**src/rtl/mux4_rr_arbiter.sv**
```systemverilog
// Round-robin arbiter that drives the select of a downstream 4:1 mux.
// Optional forced release after HOLD_MAX busy cycles: define MUX4_ARB_TIMEOUT_EN.
module mux4_rr_arbiter #(
  parameter int unsigned HOLD_MAX = 4
) (
  input  logic       clk,
  input  logic       rst_n,
  input  logic [3:0] req,
  input  logic       done,
  output logic [1:0] sel,
  output logic [3:0] gnt,
  output logic       valid,
  output logic       timeout
);

  localparam int unsigned N  = 4;
  localparam int unsigned SW = 2;
  localparam int unsigned CW = 8;

  typedef enum logic {IDLE, BUSY} state_t;

  if (HOLD_MAX < 1 || HOLD_MAX > 255) begin : g_bad_hold
    $error("HOLD_MAX must be in 1..255");
  end

  state_t          state_q, state_d;
  logic [SW-1:0]   ptr_q, ptr_d;
  logic [CW-1:0]   cnt_q, cnt_d;
  logic [SW-1:0]   sel_d;
  logic [N-1:0]    gnt_d;
  logic            valid_d;
  logic            timeout_d;
  logic            win_found;
  logic [SW-1:0]   win_idx;
  logic [SW-1:0]   scan_idx;
  logic            limit_hit;

`ifdef MUX4_ARB_TIMEOUT_EN
  assign limit_hit = (cnt_q == CW'(HOLD_MAX - 1));
`else
  assign limit_hit = 1'b0;
`endif

  // Rotating priority search starting just after the last winner.
  always_comb begin
    win_found = 1'b0;
    win_idx   = ptr_q;
    scan_idx  = ptr_q;
    for (int unsigned k = 1; k <= N; k++) begin
      scan_idx = ptr_q + SW'(k);
      if (!win_found && req[scan_idx]) begin
        win_found = 1'b1;
        win_idx   = scan_idx;
      end
    end
  end

  always_comb begin
    state_d   = state_q;
    ptr_d     = ptr_q;
    cnt_d     = cnt_q;
    sel_d     = sel;
    gnt_d     = gnt;
    valid_d   = valid;
    timeout_d = 1'b0;
    case (state_q)
      IDLE: begin
        gnt_d   = '0;
        valid_d = 1'b0;
        if (win_found) begin
          state_d = BUSY;
          gnt_d   = N'(1) << win_idx;
          sel_d   = win_idx;
          valid_d = 1'b1;
          ptr_d   = win_idx;
          cnt_d   = '0;
        end
      end
      BUSY: begin
        if (cnt_q != {CW{1'b1}}) cnt_d = cnt_q + CW'(1);
        // done wins over a simultaneous forced release, so no timeout pulse then.
        if (done || !req[sel] || limit_hit) begin
          state_d   = IDLE;
          gnt_d     = '0;
          valid_d   = 1'b0;
          timeout_d = limit_hit && !done && req[sel];
        end
      end
      default: begin
        state_d = IDLE;
        gnt_d   = '0;
        valid_d = 1'b0;
      end
    endcase
  end

  always_ff @(posedge clk or negedge rst_n) begin
    if (!rst_n) begin
      state_q <= IDLE;
      ptr_q   <= SW'(3);
      cnt_q   <= '0;
      sel     <= '0;
      gnt     <= '0;
      valid   <= 1'b0;
      timeout <= 1'b0;
    end else begin
      state_q <= state_d;
      ptr_q   <= ptr_d;
      cnt_q   <= cnt_d;
      sel     <= sel_d;
      gnt     <= gnt_d;
      valid   <= valid_d;
      timeout <= timeout_d;
    end
  end

endmodule

```
**config.mk**
```make
export PLATFORM = sky130hd
export DESIGN_NAME = mux4_rr_arbiter
export DESIGN_NICKNAME = d
export VERILOG_FILES = /design/src/rtl/mux4_rr_arbiter.sv
export SDC_FILE = /design/constraint.sdc
export NUM_CORES = 1
export LEC_CHECK = 0
export CAP_MARGIN = 40
export CORE_AREA = 5 5 42 44
export DETAILED_ROUTE_END_ITERATION = 8
export DIE_AREA = 0 0 47 49
export GPL_ROUTABILITY_DRIVEN = 0
export HOLD_SLACK_MARGIN = 0.02
export PLACE_DENSITY = 0.76
export SETUP_SLACK_MARGIN = 0.3
export SKIP_LAST_GASP = 1
export SYNTH_ARGS = -nofsm -noshare
export SYNTH_HDL_FRONTEND = slang
export SYNTH_SLANG_ARGS = --single-unit
```
**constraint.sdc**
```tcl
create_clock -name clk -period 3 [get_ports clk]
set_clock_uncertainty 0.2 [all_clocks]
set_input_delay 0.6 -clock clk [delete_from_list [all_inputs] [get_ports clk]]
set_output_delay 0.6 -clock clk [all_outputs]
set_load 0.05 [all_outputs]
```
* After elaboration in Yosys (flattened, before gate mapping)
Index checks and enable logic that the tools add are counted.
** Cells by class
- Bitwise logic cells :: 1
- Shift operators :: 1
- $add $sub $neg :: 3
- Reduce and logical (&&, ||, !) cells :: 9
- Magnitude comparators :: 5
- Equal/unequal tests :: 1
- Muxes and demuxes :: 26
** Operator list (number)
- < comparator 2 x 3 -> 1 bit (second input constant) :: 5
- 2-to-1 mux 1 bit :: 12
- binary-select mux 1 bit (select 2 bit) :: 5
- 2-to-1 mux 2 bit :: 4
- 2-to-1 mux 4 bit :: 2
- one-hot mux 4 bit (2 select lines) :: 1
- adder 2 bit (second input constant) :: 2
- logical NOT 1 bit :: 4
- one-hot mux 1 bit (2 select lines) :: 2
- left shift 1 x 2 -> 4 bit (first input constant) :: 1
- logical AND 1 bit :: 3
- adder 2 x 1 -> 2 bit (second input constant) :: 1
- != test 2 x 1 -> 1 bit (second input constant) :: 1
- AND reduction 2 bit :: 1
- logical OR 1 bit :: 1
- inverter 1 bit :: 1
** Storage, ports and cells
- Output and inout bits :: 8
- Logic and storage cells :: 51
- Input port bits :: 7
- Flip-flop bits (word level) :: 10

* Logic depth before layout (Yosys ltp)
Gate-level depths: netlist (run 1).
- Depth in word-level cells :: 16
- Mapped depth :: 4
- Gate-level depth less buffers :: 4

* Worst setup path before layout (run 1)
OpenSTA, ideal clock, no wires.
- Path kind :: register to register
- Start point :: reg sel[0]
- End point :: reg gnt[0]
- Path buffers :: 0
- Setup slack :: 1.239 ns
- Cell stages (with the launch flop) :: 4
- Clock period less this slack :: 1.761 ns
- Required time :: 2.732 ns
- Arrival time :: 1.492 ns
- Setup time :: 0.068 ns
- Cells stage by stage :: dfrtp_1 -> mux2i_1 -> a2111oi_4 -> a32o_1
** Between the ends
- Word-level cells in the longest chain between the ends :: 5
** Ends and longest elaborated chain
- start, declared :: line 10 : output logic [1:0] sel,
- start signal, assigned :: line 110 : sel <= sel_d;
- binary-select mux 1 bit (select 2 bit)
- 2-to-1 mux 1 bit (implied by the code) :: line 82 : if (done || !req[sel] || limit_hit) begin
- logical NOT 1 bit :: line 82
- logical OR 1 bit :: line 82
- != test 2 x 1 -> 1 bit (no line)
- end signal, assigned :: line 111 : gnt <= gnt_d;
- end, declared :: line 11 : output logic [3:0] gnt,
Every way passes these cells. The select of a mux whose other input is x is not followed.
A chain may end at the register's enable or synchronous reset.

* Worst setup path after layout (run 1)
- Start point :: reg sel[0]
- End point :: out sel[0]
No word-level cell between the ends.

==> impl_metrics.py, run 1 <==
metrics = {
    "layout": {
        "synthToLayoutAreaGrowth_pct": 33.2,
        "layout_common_cells": "clkdlybuf4s50_1 (13), dfrtp_1 (8), o21ai_0 (4)",
        "postLayoutCellArea_um2": 678,
        "antenna_cells": 0,
        "num-nets-final": 71,
        "fillCellCount": 141,
        "drive_gt1_share_pct": 14.3,
        "layout_commonest_cell": "clkdlybuf4s50_1",
    },
    "timing": {
        "finalCritPeriodShare_pct": 77.5,
        "worst_slack_ps": 675,
        "max_freq_mhz": 430,
        "maxSlewHeadroom_pct": 65.6,
        "rsz0062_at_grt": "false",
        "slew_violations": 0,
        "setup-tns-final_ps": 0,
        "hold_viol_final": 0,
        "finalSetupViolations": 0,
        "tightest_slew_ps": 514,
        "finalHoldWorstSlack_ps": 291,
        "period_minus_slack_ps": 2320,
    },
    "job": {
        "cap_viol_max_count": 0,
    },
    "drt": {
        "ant_nets": 0,
        "initialDrtViolationCount": 1,
        "vias": 416,
        "dr.pass1.iters": 4,
        "routedWlPerCell_um": 13.6,
        "viasPerCell": 5.27,
        "finalWirelength_um": 1070,
        "drc": 0,
    },
    "logic_synthesis": {
        "yosysSeqAreaShare_pct": 49.6,
        "syn_nets": 54,
        "netlist_area_um2": 509,
        "ys_types": 25,
        "yosysWarnings": 0,
        "ys_ff_latch": 10,
        "synth_cells": 47,
        "synth.avg_cell_area_um2": 10.8,
    },
    "grt": {
        "grt_first_pass_wirelength_um": 1910,
        "grt.overflow.total": 0,
        "top_usage_layer": "met1",
        "grt_pass1_vias": 443,
        "grt_usage_pct": 11.8,
        "use_met2_pct": 14.9,
        "grt.met1_usage_pct": 16.0,
        "grt_start_max_net_pins": 11,
        "antenna_found_initial": 0,
        "grt_use_met3_pct": 2.95,
    },
    "power_and_ir_drop": {
        "max-vdd-ir-drop_mv": 0.724,
        "power_uw": 833,
        "internal-power_uw": 431,
        "p_sw_share_pct": 48.3,
        "power-per-cell-area_nw_per_um2": 1230,
        "power_frac_seq_pct": 32.8,
        "clkPwrFrac_pct": 11.5,
        "netSwitchingPower_uw": 402,
        "pwr-share-comb_pct": 55.8,
        "p_leak_uw": 0.000278,
    },
    "critical_path": {
        "path_buf_inv": 1,
        "max_stage_delay_ps": 830,
        "slowest_stage": "clkdlybuf4s50_1",
        "worstSetupEndpointType": "output pin",
        "cpLargestDelayFamily": "buffers and inverters",
        "critPathLaunchType": "flip-flop",
        "critPathKind": "reg -> out",
        "worstPathRequired_ps": 2200,
        "crit_chain": "clkdlybuf4s50_1",
        "worstPathMaxFanout": 5,
        "arrival_ps": 1520,
    },
    "floorplanning": {
        "die-area_um2": 2300,
        "ioPinCount": 15,
        "fp.dieH_um": 49,
        "rows": 14,
        "die_w_um": 47,
        "start_util_pct": 36.3,
        "core_um2": 1400,
    },
    "worst_hold_path": {
        "hold_path.class": "reg -> reg",
    },
    "placed_design": {
        "dpl_cell_area_um2": 652,
        "place_hpwl_um": 793,
        "pre_cts_ws_ps": 680,
        "numPortBuffers": 13,
    },
    "clock_network": {
        "insertion_delay_ps": 260,
        "cts_tree": "done",
        "cts.path.max_buffers": 2,
        "h-tree-depth": 1,
        "cts_resized": 0,
        "post-cts-setup-buffers": 0,
        "clock-root-buffer": "clkbuf_4",
        "numCtsBuffers": 3,
        "cts_hold_buf": 0,
        "cts.clk_slew.worst_paths_ps": 70,
        "clock_sinks": 10,
    },
    "run_status": {
        "outcome": "finished, final reports clean",
    },
}
-- registers in the layout, indices dropped and copies added, names as in the netlist --
register,cells
state_q,1
sel,2
valid,1
gnt,4
ptr_q,2
-- cell type report --
class / instances / area (µm²) / share of cell area (%)
Tap cell: 16 / 20.0 / 2.95
Multi-Input combinational cell: 33 / 238 / 35.1
Clock buffer: 4 / 26.3 / 3.87
Timing Repair Buffer: 13 / 130 / 19.2
Inverter: 3 / 11.3 / 1.66
Sequential cell: 10 / 253 / 37.3
-- metrics by stage --
| stage | instances | util, % |
|---|---|---|
| global route | 79 | 48.4 |
| global placement | 75 | 46.5 |
| floorplan | 47 | - |
| finish | 79 | 48.4 |
| CTS | 79 | 48.4 |
| detailed placement | 75 | 46.5 |
-- per-layer routing --
layer	part of all wire (%)	wire [µm]
met4	3.1	33
met5	0	0
met1	47	504
met3	9.3	100
met2	40	433
-- worst paths after layout --
check	from	end	slack [ps]	cells after the start
min in group asynchronous	rst_n	valid$_DFFE_PN0P_	440	1
max in group asynchronous	rst_n	ptr_q[1]$_DFFE_PN1P_	1820	1
setup reg to reg	ptr_q[0]$_DFFE_PN1P_	gnt[0]$_DFFE_PN0P_	1280	4
hold / removal	gnt[2]$_DFFE_PN0P_	gnt[2]$_DFFE_PN0P_	290	1
setup / recovery	sel[0]$_DFFE_PN0P_	sel[0]	680	1
hold reg to reg	gnt[2]$_DFFE_PN0P_	gnt[2]$_DFFE_PN0P_	290	1
-- Yosys cell counts, drive strengths merged --
| library cell | instances | area (µm²) |
|---|---|---|
| o21ai | 5 | 25.0 |
| a2111oi | 1 | 27.5 |
| dfrtp | 8 | 200 |
| nor2 | 4 | 17.5 |
| o211ai | 1 | 12.5 |
| mux2i | 1 | 10.0 |
| buf | 1 | 7.51 |
| a32o | 2 | 20.0 |
| a21o | 2 | 15.0 |
| or2 | 2 | 12.5 |
| nor2b | 1 | 6.26 |
| conb | 1 | 3.75 |
| nand2 | 1 | 3.75 |
| nand2b | 3 | 18.8 |
| inv | 3 | 11.3 |
| dfstp | 2 | 52.6 |
| nor4 | 1 | 6.26 |
| a211oi | 1 | 7.51 |
| a221oi | 1 | 8.76 |
| a221o | 1 | 10.0 |
| o2bb2ai | 2 | 17.5 |
| a21oi | 3 | 15.0 |
-- power by group through the flow --
stage               Sequential (µW)  Combinational (µW)  Clock [µW]
floorplan                       424                 170           0
global placement                272                 461           0
detailed placement              273                 465           0
CTS                             272                 468         100
global route                    285                 500         105
finish                          273                 464        95.4
-- cell families (layout without fill, tap and decap cells) --
family	after synthesis	count (layout)	synth area share (%)
buffers and inverters	4	20	3.69
muxes	1	1	1.97
and+or+nand+nor	12	12	12.8
DFF	10	10	49.6
other	1	1	0.736
AOI/OAI and AO/OA	19	19	31.2
Power figures use the tool's default switching activity.
==> inputs of run 2 (changes only) <==
- CORE_AREA: 5 5 42 44 -> unset
- CORE_MARGIN: unset -> 5
- CORE_UTILIZATION: unset -> 39
- DIE_AREA: 0 0 47 49 -> unset
- PLACE_DENSITY: 0.76 -> 0.8
- clock period: 3 -> 1.94 ns (I/O delays scaled with it)
==> run 2 against run 1 <==
Sequential share of layout area decreased by 1.8 points. Final area increased by 6.1%. Power increased by 63%. Final cell count increased by 5.1%. Global-route usage increased by 1.1 points. Critical path type is now reg -> reg. Critical endpoint is now gnt[1]$_DFFE_PN0P_.
==> impl_metrics.py, run 2 (same netlist as run 1, synthesis figures left out) <==
metrics = {
    "grt": {
        "grt_usage_pct": 12.9,
        "grt_use_met3_pct": 2.73,
        "grt_start_max_net_pins": 11,
        "grt_first_pass_wirelength_um": 1870,
        "grt.met1_usage_pct": 19.2,
        "antenna_found_initial": 0,
        "top_usage_layer": "met1",
        "use_met2_pct": 15.7,
        "grt_pass1_vias": 420,
        "grt.overflow.total": 0,
    },
    "clock_network": {
        "insertion_delay_ps": 260,
        "cts.path.max_buffers": 2,
        "h-tree-depth": 1,
        "numCtsBuffers": 3,
        "clock-root-buffer": "clkbuf_4",
        "clock_sinks": 10,
        "cts.clk_slew.worst_paths_ps": 60,
        "cts_hold_buf": 0,
        "cts_tree": "done",
    },
    "layout": {
        "top_regs": "gnt (4), ptr_q (2), sel (2)",
        "drive_gt1_share_pct": 39.7,
        "num-nets-final": 76,
        "fillCellCount": 119,
        "stdcell_count": 83,
        "antenna_cells": 0,
        "layout_common_cells": "buf_4 (12), dfrtp_1 (6), o21ai_0 (4), dlygate4sd2_1 (4)",
        "multi_input_area_um2": 263,
        "layout_commonest_cell": "buf_4",
        "synthToLayoutAreaGrowth_pct": 41.3,
        "regArea_um2": 255,
        "largest_reg_flops": 4,
        "top_register": "gnt",
    },
    "power_and_ir_drop": {
        "p_leak_uw": 0.000327,
        "power-per-cell-area_nw_per_um2": 1880,
        "max-vdd-ir-drop_mv": 1.11,
        "power_uw": 1350,
    },
    "drt": {
        "drc": 0,
        "finalWirelength_um": 1120,
        "viasPerCell": 5.14,
        "routedWlPerCell_um": 13.5,
        "dr.pass1.iters": 4,
        "vias": 427,
        "ant_nets": 0,
        "initialDrtViolationCount": 11,
    },
    "timing": {
        "hold_viol_final": 0,
        "period_minus_slack_ps": 1640,
        "slew_violations": 0,
        "finalSetupViolations": 0,
        "worst_slack_ps": 300,
        "finalCritPeriodShare_pct": 84.6,
        "rsz0062_at_grt": "true",
        "max_freq_mhz": 610,
    },
    "job": {
        "cap_viol_max_count": 0,
    },
    "critical_path": {
        "arrival_ps": 1590,
        "crit_chain": "nand2b_4, o21ai_2, a221o_1, a32o_1",
        "r2r_slack_ps": 300,
        "slowest_stage": "dfstp_2",
        "critPathKind": "reg -> reg",
        "max_stage_delay_ps": 560,
        "worstPathMaxFanout": 5,
        "worstPathRequired_ps": 1890,
        "r2r_cells": 4,
        "r2r-start": "ptr_q[0]$_DFFE_PN1P_",
        "worstSetupEndpointType": "flip-flop",
        "critPathLaunchType": "flip-flop",
        "timing.rr.end": "gnt[1]$_DFFE_PN0P_",
    },
    "floorplanning": {
        "fp.dieH_um": 46.1,
        "ioPinCount": 15,
        "die_w_um": 46.1,
        "die-area_um2": 2130,
        "start_util_pct": 40.1,
        "rows": 13,
        "core_um2": 1270,
    },
    "run_status": {
        "outcome": "finished, final reports clean",
    },
    "placed_design": {
        "numPortBuffers": 13,
        "place_hpwl_um": 812,
        "place_inst": 77,
        "pre_cts_ws_ps": -151,
    },
    "worst_hold_path": {
        "hold_path.class": "in -> async",
    },
}
run 2: cell count changes in the layout (fill, tap and decap cells not counted), moves of 2 or more:
cell	before	now
clkdlybuf4s50_1	13	2
dlygate4sd2_1	0	4
dfrtp_2	0	2
buf_4	0	12
dfrtp_1	8	6
run 2: area by class of cell:
cell class / count / area share [%]
clock buffer: 4 / 3.65
inverter: 3 / 1.57
multi-input combinational: 33 / 36.5
sequential: 10 / 35.5
tap: 15 / 2.61
timing repair buffer: 18 / 20.2
run 2: worst max-delay path, delay by kind of cell, from the launching register on:
| family | cells | cell delay [ps] |
|---|---|---|
| AO/OA/AOI/OAI | 3 | 640 |
| flip-flops | 1 | 560 |
| AND/OR/NAND/NOR | 1 | 130 |
run 2: worst max path at each step:
| stage | start | end | slack [ps] | depth (start not counted) |
|---|---|---|---|---|
| after floorplan | sel[0]$_DFFE_PN0P_ | gnt[0]$_DFFE_PN0P_ | 360 | 3 |
| after detailed placement | req[0] | gnt[1]$_DFFE_PN0P_ | -150 | 5 |
| final | ptr_q[0]$_DFFE_PN1P_ | gnt[1]$_DFFE_PN0P_ | 300 | 4 |
| after CTS | ptr_q[0]$_DFFE_PN1P_ | gnt[1]$_DFFE_PN0P_ | 280 | 4 |
| after global routing | ptr_q[0]$_DFFE_PN1P_ | gnt[1]$_DFFE_PN0P_ | 250 | 4 |
| after global placement | req[0] | gnt[1]$_DFFE_PN0P_ | -140 | 5 |
run 2: routing by layer:
layer / part of all wire, % / up-vias
li1: - / 214
met1: 48 / 194
met2: 43 / 15
met3: 7.2 / 4
met4: 1.4 / 0
met5: 0 / -
run 2: through the flow:
step                      hold WS, ps  TNS [ps]  util [%]  cell area, µm²
after global placement            272      -796      51.9             658
after detailed placement          273      -917      51.9             658
after floorplan                  -108         0         -             512
after CTS                         235         0      55.2             701
after global routing              259         0      56.7             719
final                             233         0      56.7             719
run 2: power by group:
group | switching (µW) | internal [µW] | total, µW
Combinational | 476 | 289 | 765
Clock | 69.0 | 79.4 | 148
Sequential | 107 | 334 | 440
run 2: what timing repair did:
item | CTS | global route
resized for setup | 7 | 2
setup endpoints to repair | 10 | 4
endpoints found under the hold margin | 0 | 0
setup buffers | 1 | 1
gates cloned | 0 | 0
pin swaps | 2 | 2
==> inputs of run 3 (changes only) <==
- CORE_AREA: unset -> 5 5 42 44
- CORE_MARGIN: 5 -> unset
- CORE_UTILIZATION: 39 -> unset
- DIE_AREA: unset -> 0 0 47 49
- PLACE_DENSITY: 0.8 -> 0.76
- clock period: 1.94 -> 1.6 ns (I/O delays scaled with it)
==> run 3 against run 2 <==
The run now ends with negative setup slack left. Die area up 8.2%. Core utilization is 5.2 points higher. Clock power rose by 57%. Critical endpoint unchanged. Largest power group unchanged.
==> impl_metrics.py, run 3 (same netlist as run 1, synthesis figures left out) <==
metrics = {
    "critical_path": {
        "crit_path_start": "ptr_q[0]$_DFFE_PN1P_",
        "critPathLaunchType": "flip-flop",
        "r2r_cells": 4,
        "critPathKind": "reg -> reg",
        "r2r_slack_ps": -30,
        "timing.rr.end": "gnt[1]$_DFFE_PN0P_",
        "max_stage_delay_ps": 550,
        "worstPathMaxFanout": 3,
        "endpoint": "gnt[1]$_DFFE_PN0P_",
        "worstPathRequired_ps": 1560,
        "slowest_stage": "dfstp_2",
        "crit_chain": "nand2b_4, o21ai_4, a221o_1, a32o_1",
        "worstSetupEndpointType": "flip-flop",
        "arrival_ps": 1590,
        "r2r-start": "ptr_q[0]$_DFFE_PN1P_",
    },
    "job": {
        "cap_viol_max_count": 0,
    },
    "layout": {
        "multi_input_area_um2": 285,
        "regArea_um2": 255,
        "top_regs": "gnt (4), ptr_q (2), sel (2)",
        "layout_common_cells": "buf_12 (7), buf_4 (7), dfrtp_1 (6)",
        "stdcell_count": 87,
        "num-nets-final": 79,
        "drive_gt1_share_pct": 47.9,
        "fillCellCount": 118,
        "top_register": "gnt",
        "synthToLayoutAreaGrowth_pct": 70.3,
        "largest_reg_flops": 4,
        "antenna_cells": 0,
    },
    "drt": {
        "finalWirelength_um": 1220,
        "initialDrtViolationCount": 3,
        "ant_nets": 0,
        "viasPerCell": 5.13,
        "routedWlPerCell_um": 14.0,
        "dr.pass1.iters": 3,
        "drc": 0,
        "vias": 446,
    },
    "timing": {
        "finalHoldWorstSlack_ps": 157,
        "period_minus_slack_ps": 1630,
        "slew_violations": 0,
        "setup-tns-final_ps": -35.5,
        "finalCritPeriodShare_pct": 102,
        "hold_viol_final": 0,
        "finalSetupViolations": 2,
        "worst_slack_ps": -32.0,
        "max_freq_mhz": 613,
        "rsz0062_at_grt": "true",
    },
    "clock_network": {
        "numCtsBuffers": 3,
        "cts.path.max_buffers": 2,
        "clock_sinks": 10,
        "cts.clk_slew.worst_paths_ps": 70,
        "insertion_delay_ps": 270,
        "cts_tree": "done",
        "clock-root-buffer": "clkbuf_4",
        "h-tree-depth": 1,
    },
    "power_and_ir_drop": {
        "power_uw": 2030,
        "max-vdd-ir-drop_mv": 1.20,
        "p_leak_uw": 0.000383,
        "power-per-cell-area_nw_per_um2": 2340,
    },
    "placed_design": {
        "place_hpwl_um": 921,
        "place_inst": 80,
        "numPortBuffers": 13,
        "pre_cts_ws_ps": -424,
    },
    "grt": {
        "grt.overflow.total": 0,
        "grt_start_max_net_pins": 11,
        "antenna_found_initial": 0,
        "grt_first_pass_wirelength_um": 2090,
        "grt_pass1_vias": 516,
        "grt_usage_pct": 12.5,
    },
    "floorplanning": {
        "start_util_pct": 36.3,
        "rows": 14,
        "ioPinCount": 15,
        "fp.dieH_um": 49,
        "die_w_um": 47,
        "die-area_um2": 2300,
        "core_um2": 1400,
    },
    "worst_hold_path": {
        "hold_path.class": "in -> async",
    },
    "run_status": {
        "outcome": "finished, violations left",
        "failed_checks": "negative setup slack",
    },
}
-- run 3: final cells by class --
cell class	count	share of cell area [%]
Multi-Input combinational cell	33	32.9
Timing Repair Buffer	21	29.9
Sequential cell	10	29.4
Clock buffer	4	4.18
Tap cell	16	2.31
Inverter	3	1.30
-- run 3: repair_timing --
| item | 4_1_cts | 5_1_grt |
|---|---|---|
| hold buffers | 0 | 0 |
| pin swaps | 4 | 2 |
| gates resized for setup | 6 | 2 |
| setup endpoints to repair | 17 | 17 |
| buffers inserted | 3 | 0 |
-- run 3: stage by stage --
| step | util (%) | cell area, µm² |
|---|---|---|
| after global routing | 61.9 | 867 |
| after CTS | 60.8 | 852 |
| after global placement | 56.3 | 790 |
| final | 61.9 | 867 |
| after detailed placement | 56.3 | 790 |
| after floorplan | - | 539 |
-- run 3: worst min-delay path by stage --
stage,start,endpoint,slack (ps),depth (start not counted)
final,rst_n,valid$_DFFE_PN0P_,160,1
after global routing,rst_n,gnt[0]$_DFFE_PN0P_,190,1
after CTS,rst_n,gnt[3]$_DFFE_PN0P_,170,1
after detailed placement,ptr_q[0]$_DFFE_PN1P_,ptr_q[0]$_DFFE_PN1P_,330,2
after global placement,ptr_q[0]$_DFFE_PN1P_,ptr_q[0]$_DFFE_PN1P_,310,2
after floorplan,rst_n,gnt[0]$_DFFE_PN0P_,-180,0
-- run 3: per-layer routing --
metal	GRT usage, %	up-vias	part of all wire [%]
met5	0	-	0
met4	7.37	0	2.4
met3	4.80	4	8.0
met2	18.1	17	46
met1	15.3	204	44
li1	-	221	-
-- run 3: report_power, final --
part | leakage [µW] | total (µW) | internal [µW] | switching (µW)
logic | 0.000243 | 1240 | 618 | 621
registers | 0.000119 | 559 | 404 | 154
clock network | 0.0000210 | 232 | 138 | 93.3
total | 0.000383 | 2030 | 1160 | 868
-- run 3: worst max-delay path, delay by kind of cell, from the launching register on --
kind | cells | cell delay (ps)
AOI/OAI and AO/OA | 3 | 630
DFF | 1 | 550
and+or+nand+nor | 1 | 140
